$ cat src/rtl/mtm_alu_pkg.sv
// mtm_alu_pkg: definitions shared by the ALU serial receiver and its bench.
//   - opcode constants and an opcode legality check
//   - error-flag bit indices into err_flags[2:0] = {ERR_DATA, ERR_CRC, ERR_OP}
//   - frame type constants
//   - crc4_d68: CRC4 (x^4+x+1, init 0) over {B, A, 1'b1, OP}, B[31] first
//   - bit-level receiver state enum
package mtm_alu_pkg;

    localparam logic [2:0] OP_AND = 3'b000;
    localparam logic [2:0] OP_OR  = 3'b001;
    localparam logic [2:0] OP_ADD = 3'b100;
    localparam logic [2:0] OP_SUB = 3'b101;

    localparam int unsigned ERR_DATA = 2;
    localparam int unsigned ERR_CRC  = 1;
    localparam int unsigned ERR_OP   = 0;

    localparam logic FT_DATA = 1'b0;
    localparam logic FT_CMD  = 1'b1;

    typedef enum logic [2:0] {
        ST_IDLE,
        ST_TYPE,
        ST_BITS,
        ST_STOP,
        ST_DRAIN
    } rx_state_t;

    function automatic logic op_valid(input logic [2:0] op);
        case (op)
            OP_AND, OP_OR, OP_ADD, OP_SUB: return 1'b1;
            default:                       return 1'b0;
        endcase
    endfunction

    function automatic logic [3:0] crc4_d68(input logic [67:0] d);
        logic [3:0]  c;
        logic [67:0] s;
        logic        fb;
        c = '0;
        s = d;
        for (int unsigned i = 0; i < 68; i++) begin
            fb = c[3] ^ s[67];
            c  = {c[2:0], 1'b0} ^ (fb ? 4'b0011 : 4'b0000);
            s  = {s[66:0], 1'b0};
        end
        return c;
    endfunction

endpackage

$ cat src/rtl/mtm_alu_deserializer_if.sv
// mtm_alu_deserializer_if: serial input and parallel result bus of the
// receiver.
//   sin        serial line into the receiver (idles high)
//   a_out      operand A          b_out     operand B
//   op_out     opcode             out_valid one-cycle result strobe
//   err_out    one-cycle reject strobe
//   err_flags  {ERR_DATA, ERR_CRC, ERR_OP}, one-hot while err_out=1
// master: the receiver side; slave: the line driver / ALU core side.
interface mtm_alu_deserializer_if;
    logic        sin;
    logic [31:0] a_out;
    logic [31:0] b_out;
    logic [2:0]  op_out;
    logic        out_valid;
    logic        err_out;
    logic [2:0]  err_flags;

    modport master (
        input  sin,
        output a_out, b_out, op_out, out_valid, err_out, err_flags
    );

    modport slave (
        output sin,
        input  a_out, b_out, op_out, out_valid, err_out, err_flags
    );
endinterface

$ cat src/rtl/mtm_alu_frame_rx.sv
// mtm_alu_frame_rx: bit-level receiver for 11-bit frames
// {start=0, type, d[7:0], stop=1}, MSB first, one bit per rising clk.
//   clk, rst_n  clock, synchronous active-low reset
//   sin         serial input
//   rx_byte     received data byte (valid while frame_ok/frame_err)
//   frame_type  received type bit (FT_DATA / FT_CMD)
//   frame_ok    high in the stop-bit cycle when the stop bit is 1
//   frame_err   high in the stop-bit cycle when the stop bit is 0
module mtm_alu_frame_rx
    import mtm_alu_pkg::*;
(
    input  logic       clk,
    input  logic       rst_n,
    input  logic       sin,
    output logic [7:0] rx_byte,
    output logic       frame_type,
    output logic       frame_ok,
    output logic       frame_err
);

    rx_state_t  state;
    logic [2:0] bit_cnt;

    always_ff @(posedge clk) begin
        if (!rst_n) begin
            state      <= ST_IDLE;
            bit_cnt    <= '0;
            rx_byte    <= '0;
            frame_type <= 1'b0;
        end else begin
            case (state)
                ST_IDLE:  if (!sin) state <= ST_TYPE;
                ST_TYPE: begin
                    frame_type <= sin;
                    bit_cnt    <= 3'd7;
                    state      <= ST_BITS;
                end
                ST_BITS: begin
                    rx_byte <= {rx_byte[6:0], sin};
                    bit_cnt <= bit_cnt - 3'd1;
                    if (bit_cnt == 3'd0) state <= ST_STOP;
                end
                ST_STOP:  state <= sin ? ST_IDLE : ST_DRAIN;
                ST_DRAIN: if (sin) state <= ST_IDLE;
                default:  state <= ST_IDLE;
            endcase
        end
    end

    // Strobes decode the stop-bit cycle directly so the packet checker can
    // register its result on the very edge that samples the stop bit.
    assign frame_ok  = (state == ST_STOP) &&  sin;
    assign frame_err = (state == ST_STOP) && !sin;

endmodule

$ cat src/rtl/mtm_alu_deserializer.sv
// mtm_alu_deserializer: serial packet receiver upstream of the ALU core.
// A packet is DATA_FRAMES data frames (B[31:24] first ... A[7:0] last)
// followed by one command frame {1'b0, OP[2:0], CRC[3:0]}.
//   clk, rst_n  clock, synchronous active-low reset
//   bus         master side of mtm_alu_deserializer_if (sin in; a_out,
//               b_out, op_out, out_valid, err_out, err_flags out)
// Rejects report exactly one of ERR_DATA (count or framing), ERR_CRC,
// ERR_OP, checked in that priority order.
module mtm_alu_deserializer
    import mtm_alu_pkg::*;
#(
    parameter int unsigned DATA_FRAMES = 8
) (
    input  logic                  clk,
    input  logic                  rst_n,
    mtm_alu_deserializer_if.master bus
);

    localparam int unsigned CW = $clog2(DATA_FRAMES + 2);
    localparam logic [CW-1:0] CNT_FULL = CW'(DATA_FRAMES);
    localparam logic [CW-1:0] CNT_MAX  = CW'(DATA_FRAMES + 1);

    logic [7:0]    rx_byte;
    logic          frame_type;
    logic          frame_ok;
    logic          frame_err;
    logic [63:0]   ba_shreg;
    logic [CW-1:0] data_cnt;
    logic [2:0]    cmd_op;
    logic [3:0]    cmd_crc;
    logic [3:0]    calc_crc;

    mtm_alu_frame_rx u_frame_rx (
        .clk        (clk),
        .rst_n      (rst_n),
        .sin        (bus.sin),
        .rx_byte    (rx_byte),
        .frame_type (frame_type),
        .frame_ok   (frame_ok),
        .frame_err  (frame_err)
    );

    assign cmd_op   = rx_byte[6:4];
    assign cmd_crc  = rx_byte[3:0];
    assign calc_crc = crc4_d68({ba_shreg, 1'b1, cmd_op});

    always_ff @(posedge clk) begin
        if (!rst_n) begin
            ba_shreg      <= '0;
            data_cnt      <= '0;
            bus.a_out     <= '0;
            bus.b_out     <= '0;
            bus.op_out    <= '0;
            bus.out_valid <= 1'b0;
            bus.err_out   <= 1'b0;
            bus.err_flags <= '0;
        end else begin
            bus.out_valid <= 1'b0;
            bus.err_out   <= 1'b0;
            bus.err_flags <= '0;
            if (frame_err) begin
                bus.err_out             <= 1'b1;
                bus.err_flags[ERR_DATA] <= 1'b1;
                data_cnt                <= '0;
                ba_shreg                <= '0;
            end else if (frame_ok) begin
                if (frame_type == FT_DATA) begin
                    ba_shreg <= {ba_shreg[55:0], rx_byte};
                    if (data_cnt != CNT_MAX) data_cnt <= data_cnt + 1'b1;
                end else begin
                    data_cnt <= '0;
                    if (data_cnt != CNT_FULL) begin
                        bus.err_out             <= 1'b1;
                        bus.err_flags[ERR_DATA] <= 1'b1;
                    end else if (cmd_crc != calc_crc) begin
                        bus.err_out            <= 1'b1;
                        bus.err_flags[ERR_CRC] <= 1'b1;
                    end else if (!op_valid(cmd_op)) begin
                        bus.err_out           <= 1'b1;
                        bus.err_flags[ERR_OP] <= 1'b1;
                    end else begin
                        bus.b_out     <= ba_shreg[63:32];
                        bus.a_out     <= ba_shreg[31:0];
                        bus.op_out    <= cmd_op;
                        bus.out_valid <= 1'b1;
                    end
                end
            end
        end
    end

endmodule

$ cat src/flat_wrapper.sv
// flat-port wrapper written by rule: the top's interface ports become plain ports
module mtm_alu_deserializer_flat import mtm_alu_pkg::*;
#(
    parameter int unsigned DATA_FRAMES = 8
)
  (clk, rst_n, bus_sin, bus_a_out, bus_b_out, bus_op_out, bus_out_valid, bus_err_out, bus_err_flags);
  mtm_alu_deserializer_if bus_i ();
  input  logic clk;
  input  logic rst_n;
  input wire logic [$bits(bus_i.sin)-1:0] bus_sin;
  output wire logic [$bits(bus_i.a_out)-1:0] bus_a_out;
  output wire logic [$bits(bus_i.b_out)-1:0] bus_b_out;
  output wire logic [$bits(bus_i.op_out)-1:0] bus_op_out;
  output wire logic [$bits(bus_i.out_valid)-1:0] bus_out_valid;
  output wire logic [$bits(bus_i.err_out)-1:0] bus_err_out;
  output wire logic [$bits(bus_i.err_flags)-1:0] bus_err_flags;
  assign bus_i.sin = bus_sin;
  assign bus_a_out = bus_i.a_out;
  assign bus_b_out = bus_i.b_out;
  assign bus_op_out = bus_i.op_out;
  assign bus_out_valid = bus_i.out_valid;
  assign bus_err_out = bus_i.err_out;
  assign bus_err_flags = bus_i.err_flags;
  mtm_alu_deserializer #(.DATA_FRAMES(DATA_FRAMES)) u_core (.clk(clk), .rst_n(rst_n), .bus(bus_i));
endmodule
$ cat config.mk
export PLATFORM = sky130hd
export DESIGN_NAME = mtm_alu_deserializer_flat
export DESIGN_NICKNAME = d
export VERILOG_FILES = /design/src/rtl/mtm_alu_pkg.sv /design/src/rtl/mtm_alu_deserializer_if.sv /design/src/rtl/mtm_alu_frame_rx.sv /design/src/rtl/mtm_alu_deserializer.sv /design/src/flat_wrapper.sv
export SDC_FILE = /design/constraint.sdc
export NUM_CORES = 1
export LEC_CHECK = 0
export ABC_CLOCK_PERIOD_IN_PS = 11350
export CAP_MARGIN = 5
export CORE_MARGIN = 3
export CORE_UTILIZATION = 50
export DETAILED_ROUTE_END_ITERATION = 8
export PLACE_DENSITY = 0.72
export SYNTH_ARGS = -nofsm -noshare
export SYNTH_HDL_FRONTEND = slang
export SYNTH_SLANG_ARGS = --single-unit
$ cat constraint.sdc
create_clock -name clk -period 11.35 [get_ports clk]
set_input_delay 2.8375 -clock clk [delete_from_list [all_inputs] [get_ports clk]]
set_output_delay 2.8375 -clock clk [all_outputs]
set_load 0.05 [all_outputs]
==> Word level (Yosys, flattened, before mapping) <==
Index checks and enable logic that the tools add are counted.
{ "totals": {"regBits": 155, "input_bits": 3, "out_inout_bits": 72, "elab_cells": 281} }
{ "classes": {"add_sub_neg": 2, "n_eq_ne": 13, "mux": 97, "bitwise_logic": 139, "reduce_logical": 16} }
{ "op_table": {"columns": ["op", "count"], "rows": [
  ["$xor A4 B4 Y4", 67],
  ["$mux W2", 69],
  ["$xor A1 B1 Y1", 65],
  ["$mux W1", 18],
  ["$mux W3", 6],
  ["$pmux W3 S5", 1],
  ["$eq A3 B3 Y1 const B", 3],
  ["$logic_not A3 Y1", 3],
  ["$mux W4", 2],
  ["$ne A4 B4 Y1 const B", 2],
  ["$eq A3 B1 Y1 const B", 2],
  ["$eq A3 B2 Y1 const B", 2],
  ["$ne A2 B2 Y1 const B", 3],
  ["$not A1 Y1", 6],
  ["$pmux W3 S2", 1],
  ["$reduce_and A6 Y1", 1],
  ["$reduce_or A6 Y1", 1],
  ["$reduce_or A5 Y1", 1],
  ["$add A4 B1 Y4 const B", 1],
  ["$ne A4 B4 Y1", 1],
  ["$reduce_and A2 Y1", 2],
  ["$reduce_bool A2 Y1", 2],
  ["$reduce_or A4 Y1", 1],
  ["$reduce_and A3 Y1", 1],
  ["5 further kinds", 6]
]} }

==> Depth between registers and ports, before layout <==
Gate-level depths: netlist of the first run.
{ "logic_depth": {"ltp_word": 213, "mapped_depth": 15, "depth_no_buf": 12} }

==> By module <==
Synthesis of the first run repeated with hierarchy kept, for this count alone.
{ "unflattened": {"cells_unflattened": 736, "hier_area_um2": 6950.4} }
{ "modules_own_cells": {"columns": ["mod", "n_inst", "cells_each", "area_each_um2"], "rows": [
  ["mtm_alu_deserializer", 1, 659, 6278.5],
  ["mtm_alu_frame_rx", 1, 77, 671.9]
]} }

==> Worst setup path after synthesis of the first run <==
Ideal clock, no wire load.
{ "synth_path": {"path_type": "input port to flip-flop", "start": "input bus_sin", "end": "register u_core.bus.a_out[31]", "setup_ns": 0.117, "arrival_ns": 4.548, "required_ns": 11.233, "slack_ns": 6.685, "path_stages": 8, "path_buffers": 3, "path_cell_list": "clkbuf_1 nand2_1 or3_1 a211oi_2 buf_4 buf_6 mux2i_1 nor2b_1"} }
{ "synth_via": {"elab_chain_cells": 4, "word_cells_on_any_way": 5, "classes_between": "bitwise: 1; reduce/logical: 4"} }
{ "synth_rtl": {"columns": ["item", "line_no", "rtl"], "rows": [
  ["from (decl)", "flat_wrapper.sv:10", "input wire logic [$bits(bus_i.sin)-1:0] bus_sin;"],
  ["$logic_not A1 Y1", "mtm_alu_frame_rx.sv:53", "assign frame_err = (state == ST_STOP) && !sin;"],
  ["$logic_and A1 B1 Y1", "mtm_alu_frame_rx.sv:53", null],
  ["$not A1 Y1 (no source line)", null, null],
  ["$reduce_and A6 Y1 (no source line) (*)", null, null],
  ["to (signal assigned)", "mtm_alu_deserializer.sv:83", "bus.a_out <= ba_shreg[31:0];"],
  ["to (decl)", "mtm_alu_deserializer_if.sv:20", "output a_out, b_out, op_out, out_valid, err_out, err_flags"]
]} }
Every way passes the cells marked *; elsewhere a longest branch is shown, timed or not.
A chain may end at the register's enable or synchronous reset.

==> Final worst setup path of the first run <==
{ "layout_path": {"start": "input bus_sin", "end": "register u_core.bus.b_out[22]"} }
{ "layout_via": {"elab_chain_cells": 4, "word_cells_on_any_way": 5, "classes_between": "bitwise: 1; reduce/logical: 4"} }
{ "layout_rtl": {"columns": ["item", "line_no", "rtl"], "rows": [
  ["$logic_not A1 Y1", "mtm_alu_frame_rx.sv:53", null],
  ["$logic_and A1 B1 Y1", "mtm_alu_frame_rx.sv:53", null],
  ["$not A1 Y1 (no source line)", null, null],
  ["$reduce_and A6 Y1 (no source line) (*)", null, null],
  ["to (signal assigned)", "mtm_alu_deserializer.sv:82", "bus.b_out <= ba_shreg[63:32];"],
  ["to (decl)", "mtm_alu_deserializer_if.sv:20", null]
]} }
Marks and branches as above.

==> impl_metrics.env, run 1 <==
export IMPL_grt_usage_pct=19.1
export IMPL_clock_latency_ns=0.42
export IMPL_first_iter_violations=336
export IMPL_ant_nets=0
export IMPL_hold_viol_final=0
export IMPL_nFillCells=1142
export IMPL_stdcell_count=991
export IMPL_synth_largest_area_cell="dfxtp_1"
export IMPL_syn_inst=747
export IMPL_viasPerCell=5.10
export IMPL_path_class="input port to flop"
export IMPL_cts_buffer_depth=2
export IMPL_syn_area_um2=7130
export IMPL_end_kind="flop"
export IMPL_worstPathRequired_ns=11.65
export IMPL_die_area_um2=15700
export IMPL_routedWlPerCell_um=14.8
export IMPL_wirelength_mm=14.7
export IMPL_hold_class="flop to flop"
export IMPL_grt_max_degree=86
export IMPL_relSlewSlack_pct=21.7
export IMPL_status="complete, no violations"
export IMPL_synth_edf_count=0
export IMPL_antennaDiodeCount=0
export IMPL_min_period_ns=5.51
export IMPL_setup_violations=0
export IMPL_async_reset_ff_share_pct=0
export IMPL_synth_avg_cell_area_um2=9.55
export IMPL_skew_ns=0.0107
export IMPL_crit_fanout=67
export IMPL_die_h_um=125
export IMPL_fin_crit_sh_pct=48.6
export IMPL_critical_path_arrival_ns=5.81
export IMPL_areaGrowthSynthToFinish_pct=19.8
export IMPL_final_nets=807
export IMPL_rsz0062_at_grt="no"
export IMPL_mostFrequentLayoutCells="dfxtp_1, nand2_1, xnor2_1"
export IMPL_start_util_pct=51.2
export IMPL_numCtsBuffers=17
export IMPL_final_cell_area_um2=8540
export IMPL_path_clk_slew_ns=0.06
export IMPL_maxCapViolCount=0
export IMPL_synth_seq_cells=155
export IMPL_cts_repair_resized=0
export IMPL_hold_ws_ns=0.455
export IMPL_rows=43
export IMPL_root_buffer="clkbuf_16"
export IMPL_slew_violations=0
export IMPL_h_tree_depth=4
export IMPL_multi_input_area_um2=3830
export IMPL_place_port_buffers=74
export IMPL_start_kind="input port"
export IMPL_power_leakage_nw=2.83
export IMPL_clock_sinks=155
export IMPL_grt_pass1_vias=4921
export IMPL_tritoncts="built"
export IMPL_yosys_area_top_type_share_pct=43.5
export IMPL_antenna_found_initial=0
export IMPL_synth_cell_types=36
export IMPL_hpwl_mm=9.87
export IMPL_seqCellArea_um2=3100
export IMPL_cts_hold_buf=0
export IMPL_worst_pin_slew_ns=1.18
export IMPL_core_area_um2=13900
export IMPL_power_density_nw_per_um2=135
export IMPL_layout_commonest_cell="dfxtp_1"
export IMPL_place_inst=960
export IMPL_synth_seq_area_share_pct=43.5
export IMPL_vias=5057
export IMPL_die_w_um=125
export IMPL_peakVddDrop_mv=0.0916
export IMPL_ios=75
export IMPL_post_cts_buffers=0
export IMPL_post_route_drc_count=0
export IMPL_ys_flop_type="dfxtp_1"
export IMPL_synth_fp_nets=755
export IMPL_grt_pass1_wl_mm=24.5
export IMPL_gp_congestion=0.814
export IMPL_max_freq_mhz=181
export IMPL_tns_ns=0
export IMPL_power_w=0.00116
export IMPL_place_area_um2=7960
export IMPL_dr_pass1_iters=4
export IMPL_yosysWarnings=0
export IMPL_grt_ovfl_total=0
export IMPL_layout_drive_gt1_share_pct=5.30
export IMPL_netlist_top_cells_area="dfxtp_1, mux2i_1, xnor2_1, nand2_1, nor2b_1"
worst paths after layout:
check	endpoint	slack (ns)	from	depth (start not counted)
max	u_core.bus.b_out[22]	5.84	bus_sin	7
min	u_core.bus.op_out[1]	0.45	u_core.bus.op_out[1]	2
max reg2reg	u_core.bus.b_out[22]	6.25	u_core.ba_shreg[56]	13
min reg2reg	u_core.bus.op_out[1]	0.45	u_core.bus.op_out[1]	2
layout make-up:
cell class                      count  area share (%)
Clock inverter                      9            1.41
Sequential cell                   155            36.3
Multi-Input combinational cell    538            44.8
Timing Repair Buffer               78            8.97
Clock buffer                       22            5.44
Inverter                            9           0.396
Tap cell                          180            2.64
sequential cells by signal, summed over array words and instances, names as in the netlist, 4 cells and up:
name and flops:
u_core.ba_shreg 64, u_core.bus.a_out 32, u_core.bus.b_out 32, u_core.u_frame_rx.rx_byte 8, u_core.data_cnt 4
power by group:
part / internal (W) / leakage (nW) / switching (W)
combinational: 0.0000163 / 1.29 / 0.0000224
clock: 0.000354 / 0.293 / 0.000209
sequential: 0.000548 / 1.25 / 0.00000649
kinds of logic (layout without fill, tap and decap cells):
logic type      after synthesis  after routing  synth area share, %
mux                          76             76                 10.7
xor+xnor                    117            117                 18.2
buf+inv                      54            118                 3.28
simple gates                250            250                 16.6
fa+ha+maj                     5              5                0.877
compound gates               90             90                 6.88
flops                       155            155                 43.5
cells in the mapped netlist, types with 2 or more instances:
cell type  number
xnor2_1        80
or3_1           2
buf_1           2
o221a_2         3
buf_6           3
clkbuf_1       35
nor3b_1         3
o211ai_1        2
nor2_1         16
inv_1           9
buf_2           4
nor3_1          7
nand2_1       135
xnor3_1        17
nand3_1         2
nand2b_1        2
dfxtp_1       155
nand3b_1        2
o31ai_1         2
a21oi_1        79
xor2_1         17
mux2i_1        76
ha_1            5
nor2b_1        77
worst max-delay path, cell delays in order:
cell and delay, ns:
clkdlybuf4s50_1 0.70, nand2_1 0.30, or3_1 0.48, a211oi_4 0.22, buf_4 0.86, mux2i_1 0.31, nor2b_1 0.08
metal layers:
layer  wire length (µm)  global-route usage (%)
met1               6800                    25.1
met2               7150                    31.3
met3                572                    4.70
met4                159                    5.61
met5                  0                       0
metrics by stage:
| stage | utilization [%] | worst slack, ns |
|---|---|---|
| floorplan | - | 6.68 |
| global placement | 57.1 | 5.54 |
| detailed placement | 57.1 | 5.43 |
| CTS | 61.3 | 5.84 |
| global route | 61.3 | 5.64 |
| finish | 61.3 | 5.84 |
(Power assumes the default switching activity.)
==> run 2: changes to the inputs <==
ABC_CLOCK_PERIOD_IN_PS = 5500   (was 11350)
clock period = 5.5 ns   (was 11.35 ns; I/O delays follow)
==> impl_metrics.env, run 2 (synthesis results as in run 1) <==
export IMPL_relSlewSlack_pct=37.6
export IMPL_place_port_buffers=74
export IMPL_mostFrequentLayoutCells="dfxtp_1, nand2_1, xnor2_1"
export IMPL_routedWlPerCell_um=15.4
export IMPL_viasPerCell=5.18
export IMPL_core_area_um2=13900
export IMPL_ant_nets=0
export IMPL_tritoncts="built"
export IMPL_postLayoutSetupSlackWorst_ns=0.655
export IMPL_start_util_pct=51.2
export IMPL_worst_pin_slew_ns=0.934
export IMPL_power_density_nw_per_um2=275
export IMPL_hold_class="flop to flop"
export IMPL_max_freq_mhz=206
export IMPL_hold_viol_final=0
export IMPL_post_route_drc_count=0
export IMPL_die_area_um2=15700
export IMPL_cts_hold_buf=0
export IMPL_grt_ovfl_total=0
export IMPL_root_buffer="clkbuf_16"
export IMPL_largest_reg_flops=64
export IMPL_rows=43
export IMPL_first_iter_violations=328
export IMPL_cp_slowest_cell="buf_4"
export IMPL_antenna_found_initial=0
export IMPL_skew_ns=0.00791
export IMPL_final_nets=809
export IMPL_regMostFlops="u_core.ba_shreg"
export IMPL_post_cts_buffers=0
export IMPL_worstPathCellList="xnor2_1 > xnor3_1 > xnor3_1 > xnor3_1 > xnor3_1 > xnor2_1 > xor3_1 > mux2i_1 > o211ai_1 > a211oi_4 > buf_4 > mux2i_1 > nor2b_1"
export IMPL_die_h_um=125
export IMPL_critical_path_arrival_ns=5.16
export IMPL_path_clk_slew_ns=0.06
export IMPL_path_class="flop to flop"
export IMPL_worstPathRequired_ns=5.81
export IMPL_power_leakage_nw=2.83
export IMPL_dp_slack_ns=0.676
export IMPL_layout_commonest_cell="dfxtp_1"
export IMPL_power_w=0.00236
export IMPL_status="complete, no violations"
export IMPL_grt_max_degree=86
export IMPL_areaGrowthSynthToFinish_pct=20.2
export IMPL_place_inst=961
export IMPL_cts_repair_resized=0
export IMPL_fin_crit_sh_pct=88.1
export IMPL_cts_buffer_depth=2
export IMPL_wirelength_mm=15.3
export IMPL_antennaDiodeCount=0
export IMPL_die_w_um=125
export IMPL_gp_congestion=0.863
export IMPL_vias=5151
export IMPL_clock_sinks=155
export IMPL_stdcell_count=994
export IMPL_h_tree_depth=4
export IMPL_grt_usage_pct=19.9
export IMPL_tns_ns=0
export IMPL_grt_pass1_vias=5144
export IMPL_cpPeakStageDelay_ns=0.55
export IMPL_end_kind="flop"
export IMPL_hold_ws_ns=0.430
export IMPL_dr_pass1_iters=5
export IMPL_start_kind="flop"
export IMPL_slew_violations=0
export IMPL_hpwl_mm=10.4
export IMPL_maxCapViolCount=0
export IMPL_rsz0062_at_grt="no"
export IMPL_min_period_ns=4.84
export IMPL_layout_drive_gt1_share_pct=6.02
export IMPL_ios=75
export IMPL_numCtsBuffers=17
export IMPL_crit_fanout=39
export IMPL_cpMostUsedCell="xnor3_1"
export IMPL_reg_top3="u_core.ba_shreg (64), u_core.bus.a_out (32), u_core.bus.b_out (32)"
export IMPL_setup_violations=0
export IMPL_clock_latency_ns=0.43
export IMPL_peakVddDrop_mv=0.209
export IMPL_grt_pass1_wl_mm=25.6
## run 2: changes by cell type in the layout (fill, tap and decap cells not counted)
| cell | change |
|---|---|
| buf_16 | +1 |
| buf_4 | +1 |
| bufinv_16 | -2 |
| clkbuf_1 | -3 |
| clkbuf_8 | +1 |
| clkinv_2 | -5 |
| clkinv_4 | +4 |
| clkinvlp_4 | +5 |
| inv_6 | +1 |
## run 2: path summary, 6_finish.rpt
kind	from	endpoint	slack [ns]	cells past startpoint
worst min register to register	u_core.bus.op_out[1]	u_core.bus.op_out[1]	0.43	2
worst max-delay path	u_core.ba_shreg[59]	u_core.bus.b_out[5]	0.66	13
worst max register to register	u_core.ba_shreg[59]	u_core.bus.b_out[5]	0.66	13
worst min-delay path	u_core.bus.op_out[1]	u_core.bus.op_out[1]	0.43	2
## run 2: routing by layer
| metal | global-route usage (%) | wire (µm) | vias up |
|---|---|---|---|
| met5 | 0 | 0 | - |
| met4 | 8.35 | 453 | 0 |
| met3 | 4.10 | 607 | 35 |
| met2 | 32.3 | 7310 | 137 |
| met1 | 25.9 | 6930 | 2421 |
| li1 | - | - | 2558 |
## run 2: critical path, delay by kind of cell (launching register included)
| kind | cells | cell delay [ns] |
|---|---|---|
| AO/OA/AOI/OAI | 2 | 0.45 |
| XOR/XNOR | 7 | 2.80 |
| buffers and inverters | 1 | 0.55 |
| flip-flops | 1 | 0.36 |
| multiplexers | 2 | 0.45 |
| AND/OR/NAND/NOR | 1 | 0.06 |
## run 2: stage by stage
stage               area (µm²)  utilization, %
detailed placement        7960            57.1
finish                    8570            61.5
global placement          7960            57.1
floorplan                 7130               -
CTS                       8550            61.3
global route              8570            61.5
## run 2: final cells by class
type | instances | area, µm²
repair buffers | 80 | 801
fillers | 1142 | 5360
inverters | 9 | 33.8
multi-input cells | 538 | 3830
flip-flops and latches | 155 | 3100
clock buffers | 20 | 467
well taps | 180 | 225
clock inverters | 12 | 116
## run 2: power breakdown
part / switching [W] / total [W] / internal (W)
registers: 0.0000140 / 0.00115 / 0.00113
clock network: 0.000472 / 0.00113 / 0.000661
logic: 0.0000467 / 0.0000815 / 0.0000347
total: 0.000533 / 0.00236 / 0.00183
==> run 3: changes to the inputs <==
ABC_CLOCK_PERIOD_IN_PS = 4960   (was 5500)
clock period = 4.96 ns   (was 5.5 ns; I/O delays follow)
==> impl_metrics.env, run 3 (synthesis results as in run 1) <==
export IMPL_status="complete, no violations"
export IMPL_fin_crit_sh_pct=95.2
export IMPL_rows=43
export IMPL_areaGrowthSynthToFinish_pct=21.0
export IMPL_relSlewSlack_pct=38.1
export IMPL_cts_buffer_depth=2
export IMPL_setup_violations=0
export IMPL_grt_usage_pct=20.6
export IMPL_critical_path_arrival_ns=5.03
export IMPL_min_from="u_core.bus.op_out[1]"
export IMPL_postLayoutSetupSlackWorst_ns=0.241
export IMPL_start_util_pct=51.2
export IMPL_root_buffer="clkbuf_16"
export IMPL_clock_latency_ns=0.43
export IMPL_wirelength_mm=15.7
export IMPL_min_delay_path_depth=2
export IMPL_crit_cells=13
export IMPL_holdPathEnd="u_core.bus.op_out[1]"
export IMPL_layout_drive_gt1_share_pct=5.56
export IMPL_path_clk_slew_ns=0.06
export IMPL_ios=75
export IMPL_post_route_drc_count=0
export IMPL_cp_slowest_cell="xnor3_1"
export IMPL_hold_viol_final=0
export IMPL_rsz0062_at_grt="no"
export IMPL_final_cell_area_um2=8630
export IMPL_nFillCells=1125
export IMPL_die_h_um=125
export IMPL_power_leakage_nw=2.87
export IMPL_reg_top3="u_core.ba_shreg (64), u_core.bus.a_out (32), u_core.bus.b_out (32)"
export IMPL_maxCapViolCount=0
export IMPL_place_port_buffers=74
export IMPL_end_kind="flop"
export IMPL_antennaDiodeCount=0
export IMPL_clock_sinks=155
export IMPL_timing_rr_end="u_core.bus.b_out[21]"
export IMPL_regMostFlops="u_core.ba_shreg"
export IMPL_worst_pin_slew_ns=0.926
export IMPL_worstPathCellList="xnor2_1 > xnor3_1 > xnor3_1 > xnor3_1 > xnor3_1 > xnor2_1 > xor3_1 > mux2i_1 > o211ai_1 > a211oi_4 > buf_4 > mux2i_1 > nor2b_1"
export IMPL_die_area_um2=15700
export IMPL_mostFrequentLayoutCells="dfxtp_1, nand2_1, xnor2_1"
export IMPL_final_nets=809
export IMPL_path_class="flop to flop"
export IMPL_grt_pass1_wl_mm=26.3
export IMPL_place_area_um2=7980
export IMPL_largest_reg_flops=64
export IMPL_post_cts_buffers=0
export IMPL_peakVddDrop_mv=0.271
export IMPL_grt_max_degree=86
export IMPL_min_period_ns=4.72
export IMPL_ff2ff_path_depth=13
export IMPL_viasPerCell=5.13
export IMPL_grt_ovfl_total=0
export IMPL_ant_nets=0
export IMPL_vias=5076
export IMPL_grt_pass1_vias=5154
export IMPL_die_w_um=125
export IMPL_worstPathRequired_ns=5.27
export IMPL_gp_congestion=0.842
export IMPL_hpwl_mm=10.3
export IMPL_dr_pass1_iters=5
export IMPL_r2r_start="u_core.ba_shreg[59]"
export IMPL_dp_slack_ns=0.249
export IMPL_cpMostUsedCell="xnor3_1"
export IMPL_routedWlPerCell_um=15.9
export IMPL_h_tree_depth=4
export IMPL_hold_class="flop to flop"
export IMPL_first_iter_violations=314
export IMPL_numCtsBuffers=17
export IMPL_start_kind="flop"
export IMPL_r2r_setup_slack_ns=0.24
export IMPL_startpoint="u_core.ba_shreg[59]"
export IMPL_core_area_um2=13900
export IMPL_layout_commonest_cell="dfxtp_1"
export IMPL_crit_fanout=28
export IMPL_max_freq_mhz=212
export IMPL_path_delay_family="XOR/XNOR gates"
export IMPL_skew_ns=0.0108
export IMPL_cpPeakStageDelay_ns=0.53
export IMPL_tritoncts="built"
export IMPL_cts_repair_resized=0
export IMPL_cts_hold_buf=0
export IMPL_tns_ns=0
export IMPL_slew_violations=0
export IMPL_antenna_found_initial=0
export IMPL_worst_path_buf_inv=1
export IMPL_power_density_nw_per_um2=325
run 3: worst max-delay path by stage:
stage	to	slack, ns
floorplan	u_core.bus.a_out[31]	0.89
global placement	u_core.bus.b_out[27]	0.44
detailed placement	u_core.bus.b_out[21]	0.25
CTS	u_core.bus.b_out[21]	0.20
global route	u_core.bus.b_out[24]	0.01
finish	u_core.bus.b_out[21]	0.24
run 3: area by class of cell:
class	count	area (µm²)	area share, %
timing repair buffer	80	793	9.19
clock buffer	19	453	5.25
sequential	155	3100	36.0
clock inverter	9	195	2.26
inverter	9	33.8	0.391
tap	180	225	2.61
multi-input combinational	538	3830	44.3
run 3: routing by layer:
layer	global-route usage, %	vias to the layer above	share of wire, %
li1	-	2550	-
met1	26.4	2411	46
met2	34.7	95	49
met3	4.70	20	3.3
met4	6.06	0	1.5
met5	0	-	0
run 3: stage by stage:
| step | power, W | hold WS (ns) | util [%] | cells |
|---|---|---|---|---|
| finish | 0.00281 | 0.462 | 61.9 | 990 |
| global route | 0.00289 | 0.484 | 61.9 | 990 |
| CTS | 0.00282 | 0.463 | 61.9 | 990 |
| detailed placement | 0.00139 | 0.455 | 57.3 | 962 |
| global placement | 0.00138 | 0.446 | 57.3 | 962 |
| floorplan | 0.00137 | 0.431 | - | 747 |
run 3: where the power goes:
part	switching [W]	total [W]	internal [W]	leakage, nW
clock	0.000489	0.00145	0.000956	0.320
combinational	0.0000524	0.0000897	0.0000373	1.30
sequential	0.0000159	0.00127	0.00126	1.25
total	0.000558	0.00281	0.00225	2.87
run 3: worst register-to-register path, cell delays in order (launching register included):
cell and delay, ns:
dfxtp_1 0.36, xnor2_1 0.42, xnor3_1 0.53, xnor3_1 0.36, xnor3_1 0.27, xnor3_1 0.34
xnor2_1 0.38, xor3_1 0.45, mux2i_1 0.17, o211ai_1 0.17, a211oi_4 0.33, buf_4 0.46
mux2i_1 0.29, nor2b_1 0.07
